<file path="config.mk">
export PLATFORM = sky130hd
export DESIGN_NAME = serial_shift_tx
export DESIGN_NICKNAME = d
export VERILOG_FILES = /design/src/rtl/serial_shift_tx.sv
export SDC_FILE = /design/constraint.sdc
export NUM_CORES = 1
export LEC_CHECK = 0
export CAP_MARGIN = 20
export CORE_UTILIZATION = 47
export CTS_CLUSTER_SIZE = 40
export DETAILED_ROUTE_END_ITERATION = 16
export PLACE_DENSITY = 0.73
export SYNTH_ARGS = -nofsm -noshare
export SYNTH_HDL_FRONTEND = slang
export SYNTH_SLANG_ARGS = --single-unit
</file>
<file path="constraint.sdc">
create_clock -name clk -period 1.6 [get_ports clk]
set_input_delay 0.32 -clock clk [delete_from_list [all_inputs] [get_ports clk]]
set_output_delay 0.32 -clock clk [all_outputs]
set_load 0.01 [all_outputs]
</file>
<file path="src/rtl/serial_shift_tx.sv">
// Parallel-to-serial transmitter with MSB/LSB-first selection and valid/ready intake.
// Optional trailing parity bit when the PARITY_EN macro is defined.
module serial_shift_tx #(
  parameter int unsigned N = 8
) (
  input  logic         clk,
  input  logic         rst,
  input  logic         in_valid,
  output logic         in_ready,
  input  logic [N-1:0] in_data,
  input  logic         dir,
`ifdef PARITY_EN
  input  logic         parity_odd,
`endif
  output logic         sout,
  output logic         sout_valid,
  output logic         busy,
  output logic         done
);

  localparam int unsigned CW = $clog2(N);

`ifdef PARITY_EN
  typedef enum logic [1:0] {
    ST_IDLE  = 2'd0,
    ST_SHIFT = 2'd1,
    ST_PAR   = 2'd2
  } state_t;
`else
  typedef enum logic {
    ST_IDLE  = 1'b0,
    ST_SHIFT = 1'b1
  } state_t;
`endif

  state_t         state;
  state_t         state_nxt;
  logic [N-1:0]   sreg;
  logic [CW-1:0]  cnt;
  logic           dir_q;
  logic           accept;
  logic           last_bit;
`ifdef PARITY_EN
  logic           par_q;
`endif

  // State register
  always_ff @(posedge clk or posedge rst) begin
    if (rst) begin
      state <= ST_IDLE;
    end else begin
      state <= state_nxt;
    end
  end

  // Next-state and output decode; every output is a pure function of state/datapath
  always_comb begin
    state_nxt  = state;
    in_ready   = 1'b0;
    sout       = 1'b0;
    sout_valid = 1'b0;
    busy       = 1'b0;
    done       = 1'b0;
    accept     = 1'b0;
    last_bit   = (cnt == CW'(N - 1));
    case (state)
      ST_IDLE: begin
        in_ready = 1'b1;
        accept   = in_valid;
        if (in_valid) begin
          state_nxt = ST_SHIFT;
        end
      end
      ST_SHIFT: begin
        sout_valid = 1'b1;
        busy       = 1'b1;
        sout       = dir_q ? sreg[0] : sreg[N-1];
        if (last_bit) begin
`ifdef PARITY_EN
          state_nxt = ST_PAR;
`else
          state_nxt = ST_IDLE;
          done      = 1'b1;
`endif
        end
      end
`ifdef PARITY_EN
      ST_PAR: begin
        sout_valid = 1'b1;
        busy       = 1'b1;
        done       = 1'b1;
        sout       = par_q;
        state_nxt  = ST_IDLE;
      end
`endif
      default: begin
        state_nxt = ST_IDLE;
      end
    endcase
  end

  // Shift register, bit counter and per-word settings captured at accept
  always_ff @(posedge clk or posedge rst) begin
    if (rst) begin
      sreg  <= '0;
      cnt   <= '0;
      dir_q <= 1'b0;
`ifdef PARITY_EN
      par_q <= 1'b0;
`endif
    end else if (accept) begin
      sreg  <= in_data;
      cnt   <= '0;
      dir_q <= dir;
`ifdef PARITY_EN
      par_q <= (^in_data) ^ parity_odd;
`endif
    end else if (state == ST_SHIFT) begin
      sreg <= dir_q ? {1'b0, sreg[N-1:1]} : {sreg[N-2:0], 1'b0};
      cnt  <= cnt + CW'(1);
    end
  end

endmodule

</file>
# Word-level counts from Yosys, hierarchy flattened
# Index checks and enable logic that the tools add are counted.
[word_totals] reg_bits=13 latchBits=0 ram_bits=0 rom_bits=0 input_bits=12 out_inout_bits=5 word_cells=23 mem_count=0
[classes] add_sub_neg=1 n_mul=0 n_div=0 order_cmp=0 n_eq_ne=1 shift=0 n_mux=15 n_bitwise=1 n_reduce_logical=1
[ops] op="2-to-1 mux 8 bit" count=3
[ops] op="2-to-1 mux 1 bit" count=9
[ops] op="2-to-1 mux 3 bit" count=2
[ops] op="adder 3 x 1 -> 3 bit, second input constant" count=1
[ops] op="== test 3 bit, second input constant" count=1
[ops] op="one-hot mux 1 bit (2 select lines)" count=1
[ops] op="nonzero test 2 bit" count=1
[ops] op="inverter 1 bit" count=1

# Depth between registers and ports, before layout
# Gate-level depths: netlist of run 1.
[depth] depth_word=3 mapped_depth=4 ltp_nobuf=4

# Worst setup path before layout of run 1
# OpenSTA, ideal clock, no wires.
[synth_path] kind="register -> output" start="register cnt[0]" end="output port done" arrival_time_ps=909 required_ps=1280 slack_ps=371 stages_incl_launch_ff=4 path_buffers=0 path_cell_list="dfrtp_1 -> ha_1 -> ha_1 -> and2_1"
[synth_via] elab_chain_cells=3
[synth_rtl] item="start: declaration" line="39" rtl="logic [CW-1:0] cnt;"
[synth_rtl] item="start signal: assignment" line="120" rtl="cnt <= cnt + CW'(1);"
[synth_rtl] item="== test 3 bit" line="65" rtl="last_bit = (cnt == CW'(N - 1));"
[synth_rtl] item="2-to-1 mux 1 bit" line="78" rtl="if (last_bit) begin"
[synth_rtl] item="2-to-1 mux 1 bit" line="66" rtl="case (state)"
[synth_rtl] item="end: declaration" line="18" rtl="output logic done"
# Every way passes these cells.

# Worst setup path after layout of run 1
[layout_path] start="register cnt[1]" end="output port done"
# Same word-level chain as after synthesis.

==> results of run 1 <==
==> path summary, 6_finish.rpt <==
| check | start | end | slack (ns) | depth (start not counted) |
|---|---|---|---|---|
| worst min-delay path | rst | dir_q | 0.39 | 2 |
| worst max-delay path | cnt[1] | done | 0.04 | 4 |
| max in group asynchronous | rst | state | 0.84 | 2 |
| min in group clk | cnt[2] | cnt[2] | 0.53 | 1 |
| worst max register to register | state | dir_q | 0.34 | 4 |
| worst min register to register | cnt[2] | cnt[2] | 0.53 | 1 |
==> cells in the mapped netlist <==
library cell and instances:
mux2i_1 21, dfrtp_1 13, a22o_1 2, buf_6 2, ha_1 2, mux2_4 2
nor2_1 2, and2_1 1, buf_2 1, buf_4 1, inv_1 1, inv_4 1
nand2_1 1, nand3_1 1, nor2_4 1, nor2b_4 1, o21ai_1 1, o22ai_1 1
==> cell type report <==
class	count	share of cell area (%)
clock buffer	4	2.731
inverter	2	1.040
multi-input combinational	36	36.28
sequential	13	33.94
tap	15	1.951
timing repair buffer	25	24.06
==> kinds of logic after synthesis <==
kind of cell               synth area share, %
buffers and inverters                    6.326
muxes                                    33.74
AOI/OAI and AO/OA                        4.043
and+or+nand+nor                          6.678
adders and majority gates                3.514
DFF                                      45.69
==> worst max-delay path, stage by stage (launching register included) <==
cell	delay, ns
dfrtp_1	0.39
ha_2	0.18
ha_2	0.16
and2_4	0.13
buf_6	0.11
==> flip-flops by register name (all words and copies together), names as in the netlist <==
register,flops
cnt,3
state,1
dir_q,1
sreg,8
==> per-layer routing <==
| layer | part of all wire, % | GRT usage, % | up-vias |
|---|---|---|---|
| met2 | 47 | 32.81 | 14 |
| met4 | 0.89 | 7.500 | 0 |
| li1 | - | - | 243 |
| met5 | 0 | 0 | - |
| met3 | 6.2 | 8.152 | 2 |
| met1 | 46 | 27.49 | 234 |
==> through the flow <==
stage	std cells	util, %
2_1_floorplan	55	-
3_3_place_gp	89	67.28
3_5_place_dp	89	67.28
4_1_cts	94	69.51
5_1_grt	95	71.27
6_report	95	71.27
==> power by group <==
part | switching [mW] | internal [mW]
Sequential | 0.117 | 0.489
Clock | 0.109 | 0.0968
Combinational | 0.356 | 0.510
==> what timing repair did <==
| item | CTS | global route |
|---|---|---|
| pin swaps | 0 | 2 |
| gates resized for setup | 8 | 5 |
| buffers inserted | 1 | 1 |
| endpoints found under the setup margin | 5 | 3 |
| hold buffers | 0 | 0 |
==> summary.txt, run 1 <==
Place
  – Place WS: -0.07455 ns
  – DP HPWL: 955.6 µm
  – PortBufs: 16
  – Cell Area, Placed: 908.4 µm²
  – GPL Wtd Cong: 0.7238

Drt
  – Routed via count: 493
  – Drt drc: 0
  – Initial DRC Count: 3
  – Total wire length: 1342 µm
  – Vias per cell: 5.189
  – Pre-Repair DR Iteration Count: 2
  – DR WL/cell: 14.13 µm
  – ANT nets after route: 0

Timing
  – Final Hold Vio Count: 0
  – Max Slew Vio Count: 0
  – Highest Clock Rate: 640.4 MHz
  – RSZ-0062 raised after global routing: yes
  – Worst rel slew slack: 65.38%
  – Setup Viol. Count Final: 0
  – Hold Slack: 0.3851 ns
  – Tcrit/Tclk final: 97.60%
  – Clock skew: 0.007591 ns
  – Final worst setup slack: 0.03847 ns
  – Fin crit period: 1.562 ns
  – Tightest Pin Transition: 0.5187 ns
  – Final setup TNS: 0 ns

Layout
  – Final Instance Area: 962.2 µm²
  – Filler Cells Inserted: 113
  – Multi-input gate area: 349.1 µm²
  – Fin nets: 95
  – ANT cells: 0
  – Area Overhead vs Synth: 35.15%
  – Most common cell after layout, fill and taps aside: mux2i_1
  – Layout cells sized above 1: 27.50%
  – Total area of sequential cells: 326.6 µm²
  – Most frequent cells in the layout: 21 x mux2i_1, 12 x dfrtp_1, 11 x clkdlybuf4s50_1

GRT
  – Largest net degree at the start of global routing: 14
  – Vias in the first global route: 494
  – Initial antenna violation count: 0
  – GR Overflow Total: 0
  – First-pass GRT wire length: 2221 µm
  – GRT Total Usage: 21.49%

Clock network
  – CTS tree: built
  – Root Buffer: clkbuf_4
  – Htree depth: 1
  – Clock transition at path regs: 0.08 ns
  – CTS Sinks: 13
  – Clk_lat worst skew: 0.28 ns
  – Num CTS Buffers: 3
  – Clock buffer depth: 2

Yosys
  – Avg Cell Area, Syn: 12.94 µm²
  – Share of Yosys cell area claimed by the top area cell type: 45.69%
  – Synth warnings: 0
  – Synth area leaders: dfrtp_1 46%, mux2i_1 30%, mux2_4 4.2%
  – Synthesized Nets: 69
  – Cell Area, Synth: 711.9 µm²
  – Sequential-to-total area share from yosys stat: 45.69%
  – Cells after Synth: 55
  – Flops & latches, synth: 13
  – Yosys cell types: 18
  – Synth area leader: dfrtp_1

Floorplan
  – Die area: 1674 µm²
  – Io pins: 17
  – # rows: 13
  – Die height: 40.92 µm
  – Total core area: 1350 µm²
  – Initial core utilization: 52.73%
  – Chip Width: 40.92 µm

Min path
  – Hold Path Class: in -> async

Critical path
  – CP required: 1.28 ns
  – Crit path max fanout: 2
  – CP arrival: 1.24 ns
  – WS Path Type: reg -> out
  – Startpoint Class: flip-flop
  – Critical Path End Type: primary output

Flow run
  – Max Cap Viol: 0

Run status
  – Status: finished clean

Power
  – Leakage: 0.4634 nW
  – PwrDens: 1744 nW/µm²
  – Max VDD drop: 1.244 mV
  – Total power draw: 1.678 mW
(Power assumes the default switching activity.)
==> run 2: changes to the inputs <==
- CORE_UTILIZATION: 47 -> 42
- PLACE_DENSITY: 0.73 -> 0.69
- clock period: 1.6 -> 1.3 ns (I/O delays scaled with it)
==> run 2 against run 1 <==
Against the previous run: power rose by 35%; routed wire length grew 0.60%; combinational power rose by 50%; critical path depth unchanged; setup slack got worse by 0.23 ns; register-to-register slack worse by 0.35 ns; critical endpoint unchanged; the flow now finishes with violations (negative setup slack).
==> summary.txt, run 2 (synthesis results as in run 1) <==
Floorplan
  – Io pins: 17 (unchanged)
  – Die area: 1864 µm² (was 1674 µm²)
  – Total core area: 1541 µm² (was 1350 µm²)
  – Initial core utilization: 46.19% (was 52.73%)
  – Chip Width: 43.17 µm (was 40.92 µm)
  – Die height: 43.17 µm (was 40.92 µm)
  – # rows: 14 (was 13)

Power
  – Leakage: 0.5077 nW (was 0.4634 nW)
  – Total power draw: 2.273 mW (was 1.678 mW)
  – Max VDD drop: 1.396 mV (was 1.244 mV)
  – PwrDens: 2191 nW/µm² (was 1744 nW/µm²)

Critical path
  – CP Launch Point: cnt[0] (was cnt[1])
  – Critical Path End Type: primary output (unchanged)
  – WS Path Type: reg -> out (unchanged)
  – CP arrival: 1.23 ns (was 1.24 ns)
  – RR Startpoint: state (unchanged)
  – Startpoint Class: flip-flop (unchanged)
  – Reg2Reg Depth: 5 (was 4)
  – Reg-to-reg endpoint: dir_q (unchanged)
  – Crit path max fanout: 2 (unchanged)
  – CP required: 1.04 ns (was 1.28 ns)
  – Worst R2R Setup Slack: -0.01 ns (was 0.34 ns)

Timing
  – Tightest Pin Transition: 0.1785 ns (was 0.5187 ns)
  – RSZ-0062 raised after global routing: yes (unchanged)
  – Clock skew: 0.0004368 ns (was 0.007591 ns)
  – Tcrit/Tclk final: 115.0%
  – Final setup TNS: -0.2091 ns (was 0 ns)
  – Final worst setup slack: -0.1946 ns (was 0.03847 ns)
  – Final Hold Vio Count: 0 (unchanged)
  – Fin crit period: 1.495 ns
  – Highest Clock Rate: 669.1 MHz
  – Setup Viol. Count Final: 2 (was 0)
  – Worst rel slew slack: 88.10% (was 65.38%)
  – Max Slew Vio Count: 0 (unchanged)

Place
  – GPL Wtd Cong: 0.7489 (was 0.7238)
  – DP HPWL: 955.2 µm (was 955.6 µm)
  – Placed cell count: 95 (was 89)
  – PortBufs: 16 (unchanged)
  – Place WS: -0.3147 ns (was -0.07455 ns)
  – Cell Area, Placed: 947.2 µm² (was 908.4 µm²)

Run status
  – Status: finished with violations (was finished clean)
  – Failing checks: negative setup slack

Layout
  – Post-Layout Cell Count: 105 (was 95)
  – Final Instance Area: 1037 µm² (was 962.2 µm²)
  – Filler Cells Inserted: 124 (was 113)
  – Total area of sequential cells: 325.3 µm² (was 326.6 µm²)
  – Fin nets: 104 (was 95)
  – Most common cell after layout, fill and taps aside: mux2i_1 (unchanged)
  – ANT cells: 0 (unchanged)
  – Area Overhead vs Synth: 45.69% (was 35.15%)
  – Layout cells sized above 1: 38.20% (was 27.50%)
  – Register bank with the most flops: sreg (unchanged)
  – Biggest regs: sreg: 8 flops, cnt: 3 flops (unchanged)
  – Multi-input gate area: 349.1 µm² (unchanged)
  – Most frequent cells in the layout: 21 x mux2i_1, 15 x buf_4, 13 x dfrtp_1 (was 21 x mux2i_1, 12 x dfrtp_1, 11 x clkdlybuf4s50_1)
  – Number of flip-flops in the largest register: 8 (unchanged)

Drt
  – Routed via count: 513 (was 493)
  – Detail Route met2 WL: 651 µm (was 627 µm)
  – DR WL/cell: 12.86 µm (was 14.13 µm)
  – Initial DRC Count: 7 (was 3)
  – Met3 routed WL: 45 µm (was 83 µm)
  – Top sig layer: met4 (unchanged)
  – Vias per cell: 4.886 (was 5.189)
  – Total wire length: 1350 µm (was 1342 µm)
  – ANT nets after route: 0 (unchanged)
  – Pre-Repair DR Iteration Count: 4 (was 2)
  – Drt drc: 0 (unchanged)
  – M1 WL: 635 µm (was 618 µm)

GRT
  – First-pass GRT wire length: 2270 µm (was 2221 µm)
  – GRT Total Usage: 16.55% (was 21.49%)
  – Largest net degree at the start of global routing: 14 (unchanged)
  – GR Overflow Total: 0 (unchanged)
  – Vias in the first global route: 535 (was 494)
  – Initial antenna violation count: 0 (unchanged)

Min path
  – Hold Path Class: in -> async (unchanged)

Clock network
  – Htree depth: 1 (unchanged)
  – CTS tree: built (unchanged)
  – Root Buffer: clkbuf_4 (unchanged)
  – CTS Sinks: 13 (unchanged)
  – Num CTS Buffers: 3 (unchanged)
  – Clock transition at path regs: 0.08 ns (about the same)
  – Clk_lat worst skew: 0.27 ns (was 0.28 ns)
  – Clock buffer depth: 2 (unchanged)

Flow run
  – Max Cap Viol: 0 (unchanged)
run 2: cell types whose count changed in the layout (fill, tap and decap cells not counted):
cell / change
buf_4: +6
buf_6: +6
dlygate4sd2_1: -2
dlymetal6s2s_1: -2
buf_2: +1
dfrtp_1: +1
dfrtp_2: -1
run 2: area by class of cell:
type,instances,area share (%)
Clock buffer,4,2.533
Inverter,2,0.9650
Multi-Input combinational cell,36,33.66
Sequential cell,13,31.36
Tap cell,16,1.930
Timing Repair Buffer,34,29.55
run 2: through the flow:
stage	utilization (%)	hold WS, ns
floorplan	-	0.1370
global placement	61.44	0.4868
detailed placement	61.44	0.4961
CTS	65.26	0.2717
global route	67.29	0.2922
finish	67.29	0.2741
run 2: routing by layer:
metal | global-route usage, % | up-vias
met1 | 21.02 | 243
li1 | - | 261
met5 | 0 | -
met2 | 27.46 | 7
met4 | 7.273 | 0
met3 | 2.553 | 2
run 2: critical path, cell delays in order (launching register included):
cell     delay [ns]
dfrtp_1        0.39
ha_2           0.18
ha_2           0.16
and2_4         0.13
buf_6          0.11
run 2: power breakdown:
| group | switching (mW) | total, mW | internal (mW) |
|---|---|---|---|
| clock | 0.131 | 0.249 | 0.119 |
| combinational | 0.495 | 1.30 | 0.802 |
| sequential | 0.129 | 0.727 | 0.598 |
| total | 0.754 | 2.27 | 1.52 |
run 2: how the worst max path moves through the flow:
stage	cells past startpoint	slack, ns	end
after floorplan	3	0.13	done
after global placement	4	-0.30	done
after detailed placement	4	-0.31	done
after CTS	4	-0.21	done
after global routing	4	-0.22	done
final	4	-0.19	done
run 2: what timing repair did:
action	in CTS	in global routing
buffers inserted	4	2
resized for setup	27	3
pin swaps	2	1
setup endpoints to repair	5	4
hold buffers	0	0
==> run 3: changes to the inputs <==
- CORE_UTILIZATION: 42 -> 50
- PLACE_DENSITY: 0.69 -> 0.77
- clock period: 1.3 -> 1.73 ns (I/O delays scaled with it)
==> run 3 against run 2 <==
Against the previous run: the run now ends clean; hold slack better by 0.11 ns; core utilization is 4.1 points higher; sequential share of layout area is 3.3 points higher; critical path type unchanged; highest routed layer unchanged.
==> summary.txt, run 3 (synthesis results as in run 1) <==
Critical path
  – Crit path max fanout: 2 (unchanged)
  – CP arrival: 1.34 ns (was 1.23 ns)
  – Reg2Reg Depth: 4 (was 5)
  – RR Startpoint: state (unchanged)
  – Startpoint Class: flip-flop (unchanged)
  – Critical Path End Type: primary output (unchanged)
  – CP required: 1.38 ns (was 1.04 ns)
  – Reg-to-reg endpoint: dir_q (unchanged)
  – Worst R2R Setup Slack: 0.45 ns (was -0.01 ns)
  – WS Path Type: reg -> out (unchanged)

Timing
  – Tcrit/Tclk final: 97.31%
  – Worst rel slew slack: 67.02% (was 88.10%)
  – Max Slew Vio Count: 0 (unchanged)
  – Clock skew: 0.004168 ns (was 0.0004368 ns)
  – Setup Viol. Count Final: 0 (was 2)
  – Highest Clock Rate: 594.0 MHz
  – Fin crit period: 1.684 ns
  – Final setup TNS: 0 ns (was -0.2091 ns)
  – Tightest Pin Transition: 0.4942 ns (was 0.1785 ns)
  – Final Hold Vio Count: 0 (unchanged)

GRT
  – Vias in the first global route: 443 (was 535)
  – First-pass GRT wire length: 1897 µm (was 2270 µm)
  – Initial antenna violation count: 0 (unchanged)
  – GR Overflow Total: 0 (unchanged)
  – Largest net degree at the start of global routing: 14 (unchanged)
  – GRT Total Usage: 19.93% (was 16.55%)

Power
  – PwrDens: 1611 nW/µm² (was 2191 nW/µm²)
  – Max VDD drop: 0.9998 mV (was 1.396 mV)
  – Leakage: 0.4601 nW (was 0.5077 nW)

Layout
  – ANT cells: 0 (unchanged)
  – Register bank with the most flops: sreg (unchanged)
  – Layout cells sized above 1: 22.78% (was 38.20%)
  – Fin nets: 94 (was 104)
  – Most frequent cells in the layout: 21 x mux2i_1, 12 x dfrtp_1, 11 x clkdlybuf4s50_1 (was 21 x mux2i_1, 15 x buf_4, 13 x dfrtp_1)
  – Most common cell after layout, fill and taps aside: mux2i_1 (unchanged)
  – Filler Cells Inserted: 91 (was 124)
  – Number of flip-flops in the largest register: 8 (unchanged)
  – Biggest regs: sreg: 8 flops, cnt: 3 flops (unchanged)
  – Final Instance Area: 940.9 µm² (was 1037 µm²)
  – Area Overhead vs Synth: 32.16% (was 45.69%)

Flow run
  – Max Cap Viol: 0 (unchanged)

Min path
  – Hold Path Class: in -> async (unchanged)

Floorplan
  – Die area: 1579 µm² (was 1864 µm²)
  – Total core area: 1318 µm² (was 1541 µm²)
  – # rows: 13 (was 14)
  – Io pins: 17 (unchanged)
  – Chip Width: 39.74 µm (was 43.17 µm)
  – Die height: 39.74 µm (was 43.17 µm)
  – Initial core utilization: 54.04% (was 46.19%)

Clock network
  – Post-cts hold buffer count: 0 (unchanged)
  – Htree depth: 1 (unchanged)
  – Clk_lat worst skew: 0.27 ns (about the same)
  – CTS tree: built (unchanged)
  – Root Buffer: clkbuf_4 (unchanged)
  – Clock transition at path regs: 0.08 ns (about the same)
  – Clock buffer depth: 2 (unchanged)
  – CTS Sinks: 13 (unchanged)
  – Num CTS Buffers: 3 (unchanged)

Place
  – Cell Area, Placed: 893.4 µm² (was 947.2 µm²)
  – PortBufs: 16 (unchanged)
  – DP HPWL: 953.2 µm (was 955.2 µm)
  – GPL Wtd Cong: 0.7020 (was 0.7489)

Drt
  – Routed via count: 491 (was 513)
  – Initial DRC Count: 10 (was 7)
  – Vias per cell: 5.223 (was 4.886)
  – Drt drc: 0 (unchanged)
  – Total wire length: 1280 µm (was 1350 µm)
  – Pre-Repair DR Iteration Count: 3 (was 4)
  – ANT nets after route: 0 (unchanged)
  – DR WL/cell: 13.62 µm (was 12.86 µm)

Run status
  – Status: finished clean (was finished with violations)
## run 3: changes by cell type in the layout (fill, tap and decap cells not counted), sizes merged
cell,before,now
dlygate4sd2,0,2
buf,23,9
dlymetal6s2s,0,2
## run 3: layout make-up
type	instances	area (µm²)	share of cell area, %
clock buffers	4	26.28	2.793
inverters	2	10.01	1.064
multi-input cells	36	341.6	36.30
flip-flops and latches	13	326.6	34.71
well taps	15	18.77	1.995
repair buffers	24	217.7	23.14
## run 3: power breakdown
part	total, mW	internal [mW]	leakage (nW)	switching (mW)
Sequential	0.558	0.452	0.159	0.106
Clock	0.188	0.0892	0.0150	0.0987
Combinational	0.770	0.445	0.286	0.325
## run 3: per-layer routing
layer	GRT usage [%]	up-vias	share of wire, %
li1	-	246	-
met1	24.91	232	50
met2	28.69	11	45
met3	5.114	2	4.5
met4	15.52	0	0.94
met5	0	-	0
## run 3: worst max path at each step
stage	startpoint	end	slack, ns	depth (start not counted)
after global placement	cnt[0]	done	0.05	4
final	cnt[0]	done	0.05	4
after detailed placement	cnt[0]	done	0.004	4
after floorplan	cnt[0]	done	0.48	3
after global routing	cnt[0]	done	-0.005	4
after CTS	state	busy	0.02	2
## run 3: through the flow
step,power [mW],instances,hold slack (ns),util [%],setup slack (ns)
after floorplan,1.079,55,0.2230,-,0.4751
after global routing,1.642,94,0.4680,71.41,-0.005313
after CTS,1.509,92,0.3846,69.90,0.02219
after global placement,1.285,87,0.4855,67.81,0.04809
after detailed placement,1.315,87,0.4965,67.81,0.004106
final,1.516,94,0.3871,71.41,0.04650
## run 3: critical path, stage by stage (launching register included)
cell     delay [ns]
dfrtp_1        0.38
ha_1           0.20
ha_1           0.18
and2_1         0.16
buf_2          0.14
## run 3: repair_timing
item,CTS,global route
endpoints found under the setup margin,5,3
resized for setup,7,2
buffers inserted,1,2
